$ cat config.mk
export PLATFORM = sky130hd
export DESIGN_NAME = uart_rx_fifo
export DESIGN_NICKNAME = d
export VERILOG_FILES = /design/src/rtl/uart_rx_fifo.sv
export SDC_FILE = /design/constraint.sdc
export NUM_CORES = 1
export LEC_CHECK = 0
export CELL_PAD_IN_SITES_DETAIL_PLACEMENT = 0
export CELL_PAD_IN_SITES_GLOBAL_PLACEMENT = 1
export CORE_MARGIN = 1
export CORE_UTILIZATION = 50
export CTS_CLUSTER_DIAMETER = 30
export DETAILED_ROUTE_END_ITERATION = 6
export HOLD_SLACK_MARGIN = 0.06
export PLACE_DENSITY_LB_ADDON = 0.1
export RECOVER_POWER = 50
export SLEW_MARGIN = 25
export SYNTH_ARGS = -nofsm -noshare
export SYNTH_HDL_FRONTEND = slang
export SYNTH_SLANG_ARGS = --single-unit
$ cat constraint.sdc
create_clock -name clk -period 3.6 [get_ports clk]
set_input_delay 0.9 -clock clk [delete_from_list [all_inputs] [get_ports clk]]
set_output_delay 0.9 -clock clk [all_outputs]
set_load 0.005 [all_outputs]
$ cat src/rtl/uart_rx_fifo.sv
// UART receiver with configurable frame format, glitch rejection, error flags
// and a first-word-fall-through receive FIFO with overrun reporting.
module uart_rx_fifo #(
    parameter int unsigned CLK_FREQ   = 50000000,
    parameter int unsigned BAUD       = 9600,
    parameter int unsigned DATA_BITS  = 8,
    parameter int unsigned PARITY     = 0,
    parameter int unsigned STOP_BITS  = 1,
    parameter int unsigned FIFO_DEPTH = 8
) (
    input  logic                          clk,
    input  logic                          reset,
    input  logic                          rx,
    input  logic                          rd_en,
    input  logic                          clr_err,
    output logic [DATA_BITS-1:0]          data,
    output logic                          valid,
    output logic [$clog2(FIFO_DEPTH):0]   count,
    output logic                          busy,
    output logic                          frame_err,
    output logic                          parity_err,
    output logic                          overrun
);

    localparam int unsigned CPB    = CLK_FREQ / BAUD;
    localparam int unsigned CNT_W  = $clog2(CPB);
    localparam int unsigned PTR_W  = $clog2(FIFO_DEPTH);
    localparam int unsigned CW     = PTR_W + 1;
    localparam int unsigned BIDX_W = 4;

    typedef enum logic [2:0] {
        S_IDLE,
        S_START,
        S_DATA,
        S_PARITY,
        S_STOP,
        S_WAIT_IDLE
    } state_t;

    logic                 r_sync1;
    logic                 r_rxs;

    state_t               r_state;
    state_t               w_state_n;
    logic [CNT_W-1:0]     r_cnt;
    logic [CNT_W-1:0]     w_cnt_n;
    logic [BIDX_W-1:0]    r_bit_idx;
    logic [BIDX_W-1:0]    w_bit_idx_n;
    logic [DATA_BITS-1:0] r_shift;
    logic [DATA_BITS-1:0] w_shift_n;
    logic                 r_par_bit;
    logic                 w_par_bit_n;
    logic                 r_stop_bad;
    logic                 w_stop_bad_n;

    logic                 w_half;
    logic                 w_tick;
    logic                 w_stop_any;
    logic                 w_ones_odd;
    logic                 w_par_bad;
    logic                 w_push;
    logic                 w_perr_set;
    logic                 w_ferr_set;

    logic [DATA_BITS-1:0] r_mem [FIFO_DEPTH];
    logic [PTR_W-1:0]     r_wr_ptr;
    logic [PTR_W-1:0]     r_rd_ptr;
    logic [PTR_W-1:0]     w_rd_ptr_n;
    logic [CW-1:0]        r_count;
    logic [CW-1:0]        w_count_n;
    logic                 w_full;
    logic                 w_pop;
    logic                 w_wr;
    logic                 w_ovr_set;
    logic [DATA_BITS-1:0] w_head_n;

    logic [DATA_BITS-1:0] r_data;
    logic                 r_valid;
    logic                 r_busy;
    logic                 r_ferr;
    logic                 r_perr;
    logic                 r_ovr;

    // Two-flop synchroniser; resets to the idle line level
    always_ff @(posedge clk) begin
        if (!reset) begin
            r_sync1 <= 1'b1;
            r_rxs   <= 1'b1;
        end else begin
            r_sync1 <= rx;
            r_rxs   <= r_sync1;
        end
    end

    assign w_half     = (r_cnt == CNT_W'(CPB / 2 - 1));
    assign w_tick     = (r_cnt == CNT_W'(CPB - 1));
    assign w_ones_odd = (^r_shift) ^ r_par_bit;
    assign w_par_bad  = (PARITY == 1) ? ~w_ones_odd :
                        (PARITY == 2) ?  w_ones_odd : 1'b0;

    // Receiver state register
    always_ff @(posedge clk) begin
        if (!reset) begin
            r_state    <= S_IDLE;
            r_cnt      <= '0;
            r_bit_idx  <= '0;
            r_shift    <= '0;
            r_par_bit  <= 1'b0;
            r_stop_bad <= 1'b0;
        end else begin
            r_state    <= w_state_n;
            r_cnt      <= w_cnt_n;
            r_bit_idx  <= w_bit_idx_n;
            r_shift    <= w_shift_n;
            r_par_bit  <= w_par_bit_n;
            r_stop_bad <= w_stop_bad_n;
        end
    end

    // Receiver next-state: all samples taken at mid-bit after start realignment
    always_comb begin
        w_state_n    = r_state;
        w_cnt_n      = r_cnt + CNT_W'(1);
        w_bit_idx_n  = r_bit_idx;
        w_shift_n    = r_shift;
        w_par_bit_n  = r_par_bit;
        w_stop_bad_n = r_stop_bad;
        w_push       = 1'b0;
        w_perr_set   = 1'b0;
        w_ferr_set   = 1'b0;
        w_stop_any   = r_stop_bad | ~r_rxs;

        case (r_state)
            S_IDLE: begin
                w_cnt_n = '0;
                if (!r_rxs) begin
                    w_state_n = S_START;
                end
            end
            S_START: begin
                if (w_half) begin
                    w_cnt_n     = '0;
                    w_bit_idx_n = '0;
                    w_state_n   = r_rxs ? S_IDLE : S_DATA;
                end
            end
            S_DATA: begin
                if (w_tick) begin
                    w_cnt_n     = '0;
                    w_shift_n   = {r_rxs, r_shift[DATA_BITS-1:1]};
                    w_bit_idx_n = r_bit_idx + BIDX_W'(1);
                    if (r_bit_idx == BIDX_W'(DATA_BITS - 1)) begin
                        w_bit_idx_n  = '0;
                        w_stop_bad_n = 1'b0;
                        w_state_n    = (PARITY != 0) ? S_PARITY : S_STOP;
                    end
                end
            end
            S_PARITY: begin
                if (w_tick) begin
                    w_cnt_n      = '0;
                    w_par_bit_n  = r_rxs;
                    w_stop_bad_n = 1'b0;
                    w_state_n    = S_STOP;
                end
            end
            S_STOP: begin
                if (w_tick) begin
                    w_cnt_n = '0;
                    if (r_bit_idx == BIDX_W'(STOP_BITS - 1)) begin
                        w_bit_idx_n = '0;
                        if (w_stop_any) begin
                            w_ferr_set = 1'b1;
                            w_state_n  = S_WAIT_IDLE;
                        end else if (w_par_bad) begin
                            w_perr_set = 1'b1;
                            w_state_n  = S_IDLE;
                        end else begin
                            w_push    = 1'b1;
                            w_state_n = S_IDLE;
                        end
                    end else begin
                        w_stop_bad_n = w_stop_any;
                        w_bit_idx_n  = r_bit_idx + BIDX_W'(1);
                    end
                end
            end
            S_WAIT_IDLE: begin
                w_cnt_n = '0;
                if (r_rxs) begin
                    w_state_n = S_IDLE;
                end
            end
            default: begin
                w_state_n = S_IDLE;
            end
        endcase
    end

    // FIFO control; a pop on an empty FIFO is ignored
    assign w_full     = (r_count == CW'(FIFO_DEPTH));
    assign w_pop      = rd_en & (r_count != '0);
    assign w_wr       = w_push & (~w_full | w_pop);
    assign w_ovr_set  = w_push & w_full & ~w_pop;
    assign w_rd_ptr_n = r_rd_ptr + PTR_W'(w_pop);
    assign w_count_n  = r_count + CW'(w_wr) - CW'(w_pop);
    // Next head bypasses the array when the entry is being written this cycle
    assign w_head_n   = (w_wr && (r_wr_ptr == w_rd_ptr_n)) ? r_shift : r_mem[w_rd_ptr_n];

    always_ff @(posedge clk) begin
        if (w_wr) begin
            r_mem[r_wr_ptr] <= r_shift;
        end
    end

    always_ff @(posedge clk) begin
        if (!reset) begin
            r_wr_ptr <= '0;
            r_rd_ptr <= '0;
            r_count  <= '0;
            r_data   <= '0;
            r_valid  <= 1'b0;
        end else begin
            if (w_wr) begin
                r_wr_ptr <= r_wr_ptr + PTR_W'(1);
            end
            r_rd_ptr <= w_rd_ptr_n;
            r_count  <= w_count_n;
            r_valid  <= (w_count_n != '0);
            r_data   <= (w_count_n != '0) ? w_head_n : '0;
        end
    end

    // Status: sticky flags where a set event wins over clr_err
    always_ff @(posedge clk) begin
        if (!reset) begin
            r_busy <= 1'b0;
            r_ferr <= 1'b0;
            r_perr <= 1'b0;
            r_ovr  <= 1'b0;
        end else begin
            r_busy <= (w_state_n != S_IDLE);
            r_ferr <= w_ferr_set | (r_ferr & ~clr_err);
            r_perr <= w_perr_set | (r_perr & ~clr_err);
            r_ovr  <= w_ovr_set  | (r_ovr  & ~clr_err);
        end
    end

    assign data       = r_data;
    assign valid      = r_valid;
    assign count      = r_count;
    assign busy       = r_busy;
    assign frame_err  = r_ferr;
    assign parity_err = r_perr;
    assign overrun    = r_ovr;

endmodule

==> results of run 1 <==
[cells in the mapped netlist, types with 2 or more instances]
master	number	area, µm²
edfxtp_1	64	1920
dfxtp_1	54	1080
nand2_1	27	101
mux2i_1	19	190
nor2b_1	18	113
mux4_2	16	360
nand3_1	13	65.1
nor2_1	12	45.0
ha_1	11	138
inv_1	11	41.3
nor2_2	10	62.6
xor2_1	10	87.6
clkbuf_1	9	33.8
nor3_1	8	40.0
o211a_1	8	80.1
and2_1	7	43.8
nand2b_1	7	43.8
a21oi_1	5	25.0
and4bb_2	5	62.6
nor3b_1	5	37.5
xnor2_1	5	43.8
a21boi_1	4	30.0
and3b_1	4	35.0
o21ai_0	4	20.0
and3_1	3	18.8
buf_2	3	15.0
a21boi_0	2	15.0
buf_4	2	15.0
nor3b_4	2	37.5
nor4_1	2	12.5
o21a_1	2	15.0
o21ai_1	2	10.0
or3b_2	2	17.5
[report_power, final]
group | switching [W] | internal [W] | leakage [nW]
combinational | 0.000433 | 0.000549 | 1.00
clock | 0.000568 | 0.00101 | 0.273
sequential | 0.0000322 | 0.00148 | 1.03
total | 0.00103 | 0.00304 | 2.31
[final cells by class]
cell class / count / area, µm²
Fill cell: 770 / 3720
Multi-Input combinational cell: 241 / 2080
Timing Repair Buffer: 35 / 324
Clock inverter: 13 / 131
Tap cell: 133 / 166
Sequential cell: 118 / 3000
Clock buffer: 19 / 442
Inverter: 11 / 41.3
[stage by stage]
| step | power [W] | util (%) |
|---|---|---|
| final | 0.00407 | 62.4 |
| after global routing | 0.00429 | 62.4 |
| after CTS | 0.00413 | 62.4 |
| after detailed placement | 0.00254 | 56.7 |
| after global placement | 0.00253 | 56.7 |
| after floorplan | 0.00223 | - |
[path summary, 6_finish.rpt]
path / start / end / slack [ps]
setup / recovery: r_cnt[0] / data[5] / 490
hold / removal: r_sync1 / r_rxs / 410
setup reg to reg: r_cnt[0] / data[5] / 490
hold reg to reg: r_sync1 / r_rxs / 410
[per-layer routing]
layer	share of wire, %	track usage [%]	vias to the layer above
met2	50	31.4	42
li1	-	-	1509
met4	1.8	7.96	0
met5	0	0	-
met1	46	24.9	1498
met3	2.2	3.95	14
[registers in the layout (all words and copies together), names as in the netlist]
register / flops
valid: 1
r_cnt: 13
r_bit_idx: 4
frame_err: 1
busy: 1
overrun: 1
r_state: 3
r_rd_ptr: 3
r_rxs: 1
count: 4
r_mem: 64
r_stop_bad: 1
r_sync1: 1
parity_err: 1
r_shift: 8
r_wr_ptr: 3
data: 8
[worst max-delay path, delay by kind of cell (launching register included)]
kind                     cells  cell delay [ps]
flip-flops                   1              390
XOR/XNOR                     1              200
AO/OA/AOI/OAI                3              700
adder cells (fa/ha/maj)      3              890
AND/OR/NAND/NOR              5              880
[logic make-up (layout without fill, tap and decap cells)]
| kind of cell | Yosys count | count (layout) | synth area share [%] |
|---|---|---|---|
| muxes | 35 | 35 | 10.6 |
| adders and majority gates | 12 | 12 | 3.03 |
| and+or+nand+nor | 141 | 141 | 17.5 |
| DFF | 118 | 118 | 57.8 |
| xor gates and xnor gates | 17 | 17 | 3.30 |
| buffers and inverters | 26 | 78 | 2.24 |
| AOI/OAI and AO/OA | 36 | 36 | 5.54 |
[placed cells by master, fill, tap and decap left out, types with 7 or more instances in the layout]
cell and instances:
dlygate4sd3_1 10, mux2i_1 19, nand3_1 13, nor3_1 8
mux4_2 16, inv_1 11, ha_1 11, nor2b_1 18
nand2_1 27, clkdlybuf4s50_1 11, nand2b_1 7, buf_4 12
clkbuf_16 16, nor2_2 10, dfxtp_1 54, xor2_1 10
o211a_1 8, nor2_1 12, edfxtp_1 64
==> results_dict.tcl, run 1 <==
set metrics [dict create \
    yosysUniqueCellTypes 62 \
    syn_area_um2 5200 \
    antenna_found_initial 0 \
    area_growth_syn_to_layout_pct 19.1 \
    grt_overflow 0 \
    postCtsHoldBufs 0 \
    worstHoldPathCells 1 \
    max_slew.worst_pin.slew_ps 1310 \
    die_h_um 104 \
    insertedDiodeCount 0 \
    grt_pass1_vias 3067 \
    drtAntennaViolNets 0 \
    grt_usage_pct 19.2 \
    globalplace.congestion 0.772 \
    hold_viol 0 \
    final_cells 570 \
    design_area_um2 6190 \
    num_rows 36 \
    post-dp-hpwl_um 6400 \
    final.min_clock_period_ps 3110 \
    clk_latency_ps 500 \
    die-area_um2 10800 \
    avgSynthCellArea_um2 13.5 \
    ys_async_sr_fraction_pct 0 \
    crit_top_cell "ha_1" \
    synthCells 385 \
    clock-root-buffer "clkbuf_8" \
    rsz0062_at_grt "false" \
    power_density_nw_per_um2 658 \
    ir_drop_v 0.000309 \
    drt_pre_antenna_iters 5 \
    ctsHtreeMaxLevel 4 \
    hp-class "flop to flop" \
    cts_setup_buffers 0 \
    wl_per_cell_um 16.6 \
    drt_iter0_drc 83 \
    crit_chain "ha_1 > and4bb_2 > and4_1 > nand3_1 > nand2_1 > o21ai_0 > ha_1 > fa_1 > xor2_1 > nor3_1 > a21boi_2 > o211a_1" \
    drc_errors 0 \
    clock-sinks 118 \
    fin_hold_ws_ps 409 \
    finalSetupTns_ps 0 \
    arrival_ps 3560 \
    crit_fanout 9 \
    finalSetupViolCount 0 \
    dpl.cell_count 538 \
    r2r_cells 12 \
    worstSetupEndpointType "flop" \
    yosysSeqAreaShare_pct 57.8 \
    start_util_pct 52.4 \
    fmax_mhz 321 \
    cts_tree "done" \
    grt_pass1_wl_um 15700 \
    dpl_cell_area_um2 5620 \
    cts-buffers-inserted 17 \
    clk_path_buf_depth 2 \
    crit_path_max_incr_delay_ps 390 \
    fin_ws_ps 488 \
    cpMaxStageDelayCell "dfxtp_1" \
    slew_viol_final 0 \
    vias 3063 \
    synthFlopType "edfxtp_1" \
    outcome "finished, final reports clean" \
    syn_nets 402 \
    drive_gt1_share_pct 21.1 \
    ys_warn_count 0 \
    maxSlewHeadroom_pct 12.6 \
    die_w_um 104 \
    ys_seq_elements 118 \
    dp_slack_ps -3.41 \
    grt_max_degree 33 \
    fin_nets 441 \
    ctsResizeCount 0 \
    vias_per_cell 5.37 \
    synth_edf_count 64 \
    period_share_pct 86.4 \
    pin_count 22 \
    detail_route.wirelength_um 9450 \
    criticalPathCategory "flop to flop" \
    finClkSkew_ps 8.16 \
    coreArea_um2 9910 \
    port_buffers 21 \
    max_cap_violations 0 \
    clk_pin_slew_ps 60 \
    startpoint_type "flop" \
    critical_path_required_ps 4050 \
    leakage_nw 2.31 \
]
No activity file was read; power rests on OpenSTA's default activity.
==> run 2, diff against run 1 <==
CTS_BUF_LIST = sky130_fd_sc_hd__clkbuf_8 sky130_fd_sc_hd__clkbuf_16   (was not set)
==> results of run 2 <==
No change in the layout: final DEF, timing and power equal those of run 1.
==> run 3, diff against run 2 <==
==> constraint.sdc (replaced) <==
create_clock -name clk -period 3.6 [get_ports clk]
set_input_delay 0.9 -clock clk [delete_from_list [all_inputs] [get_ports clk]]
set_output_delay 0.9 -clock clk [all_outputs]
set_load 0.02 [all_outputs]
==> results_dict.tcl, run 3 (synthesized netlist as in run 1, its figures left out) <==
set metrics [dict create \
    outcome "finished, final reports clean" \
    reg.largest.list "r_mem x64, r_cnt x13" \
    max_slew.worst_pin.slew_ps 1310 \
    fmax_mhz 321 \
    ctsHtreeMaxLevel 4 \
    power_density_nw_per_um2 670 \
    detail_route.wirelength_um 9450 \
    comb_power_share_pct 25.4 \
    globalplace.congestion 0.772 \
    arrival_ps 3560 \
    fin_nets 441 \
    worstSetupEndpointType "flop" \
    drive_gt1_share_pct 21.1 \
    critical_path_required_ps 4050 \
    vias_per_cell 5.37 \
    startpoint_type "flop" \
    postCtsHoldBufs 0 \
    wl_per_cell_um 16.6 \
    slew_viol_final 0 \
    clk_latency_ps 500 \
    die_w_um 104 \
    insertedDiodeCount 0 \
    die_h_um 104 \
    drtAntennaViolNets 0 \
    utilization_pct 62.4 \
    cts_tree "done" \
    ir_drop_v 0.000309 \
    fin_hold_ws_ps 409 \
    num_rows 36 \
    maxSlewHeadroom_pct 12.6 \
    hold_viol 0 \
    grt_usage_pct 19.2 \
    grt_max_degree 33 \
    area_growth_syn_to_layout_pct 19.1 \
    crit_top_cell "ha_1" \
    max_cap_violations 0 \
    top_register "r_mem" \
    crit_path_max_incr_delay_ps 390 \
    clk_path_buf_depth 2 \
    r2r_cells 12 \
    finalSetupViolCount 0 \
    seqPwrFrac_pct 36.5 \
    crit_fanout 9 \
    grt_pass1_wl_um 15700 \
    drt_iter0_drc 83 \
    layout_common_cells "edfxtp_1, dfxtp_1, nand2_1" \
    cpMaxStageDelayCell "dfxtp_1" \
    period_share_pct 86.4 \
    layout.cells.most_common "edfxtp_1" \
    grt_overflow 0 \
    grt_pass1_vias 3067 \
    hp-class "flop to flop" \
    final.min_clock_period_ps 3110 \
    worstHoldPathCells 1 \
    largest_reg_flops 64 \
    switching_power_w 0.00110 \
    drc_errors 0 \
    crit_chain "ha_1 > and4bb_2 > and4_1 > nand3_1 > nand2_1 > o21ai_0 > ha_1 > fa_1 > xor2_1 > nor3_1 > a21boi_2 > o211a_1" \
    post-dp-hpwl_um 6400 \
    start_util_pct 52.4 \
    rsz0062_at_grt "false" \
    port_buffers 21 \
    criticalPathCategory "flop to flop" \
    antenna_found_initial 0 \
    clock-sinks 118 \
    die-area_um2 10800 \
    finClkSkew_ps 8.16 \
    drt_pre_antenna_iters 5 \
    swShare_pct 26.5 \
    clock-root-buffer "clkbuf_8" \
    cts-buffers-inserted 17 \
    vias 3063 \
    clk_pin_slew_ps 60 \
    pin_count 22 \
    fill_cells 770 \
    coreArea_um2 9910 \
    intPower_w 0.00305 \
    clkPwrFrac_pct 38.1 \
    leakage_nw 2.31 \
]
## run 3: cell types whose count changed in the layout (fill, tap and decap cells not counted), sizes merged
| cell | before | now |
|---|---|---|
| clkdlybuf4s50 | 11 | 13 |
| dlygate4sd3 | 10 | 8 |
## run 3: path summary, 6_finish.rpt
path	slack [ps]	startpoint	end
worst max-delay path	490	r_cnt[0]	data[5]
worst min-delay path	410	r_sync1	r_rxs
worst max register to register	490	r_cnt[0]	data[5]
worst min register to register	410	r_sync1	r_rxs
## run 3: power by group through the flow
stage	registers [W]	logic [W]	clock network [W]
floorplan	0.00161	0.000685	0
global placement	0.00154	0.00106	0
detailed placement	0.00154	0.00107	0
CTS	0.00151	0.00107	0.00161
global route	0.00152	0.00116	0.00168
finish	0.00151	0.00105	0.00158
## run 3: area by class of cell
cell class / instances / area, µm² / share of cell area (%)
inverters: 11 / 41.3 / 0.667
clock inverters: 13 / 131 / 2.12
repair buffers: 35 / 324 / 5.24
well taps: 133 / 166 / 2.69
multi-input cells: 241 / 2080 / 33.6
clock buffers: 19 / 442 / 7.14
flip-flops and latches: 118 / 3000 / 48.5
## run 3: critical path, delay by kind of cell, from the launching register on
kind / cells / cell delay [ps]
fa+ha+maj: 3 / 890
simple gates: 5 / 880
compound gates: 3 / 700
flops: 1 / 390
xor+xnor: 1 / 200
## run 3: timing repair
| item | CTS | global route |
|---|---|---|
| gates resized for setup | 0 | 1 |
| setup endpoints to repair | 0 | 8 |
| setup buffers | 0 | 0 |
## run 3: metal layers
metal | share of wire [%] | global-route usage, % | vias to the layer above
met3 | 2.2 | 3.95 | 14
li1 | - | - | 1509
met5 | 0 | 0 | -
met2 | 50 | 31.4 | 42
met1 | 46 | 24.9 | 1498
met4 | 1.8 | 7.96 | 0
## run 3: per-stage QoR
| stage | worst slack [ps] | power [W] | TNS [ps] | cells | instance area [µm²] |
|---|---|---|---|---|---|
| after global routing | 164 | 0.00436 | 0 | 570 | 6190 |
| final | 488 | 0.00415 | 0 | 570 | 6190 |
| after floorplan | 648 | 0.00229 | 0 | 385 | 5200 |
| after CTS | 211 | 0.00420 | 0 | 570 | 6190 |
| after detailed placement | -3.41 | 0.00261 | -7.88 | 538 | 5620 |
| after global placement | 50.7 | 0.00260 | 0 | 538 | 5620 |
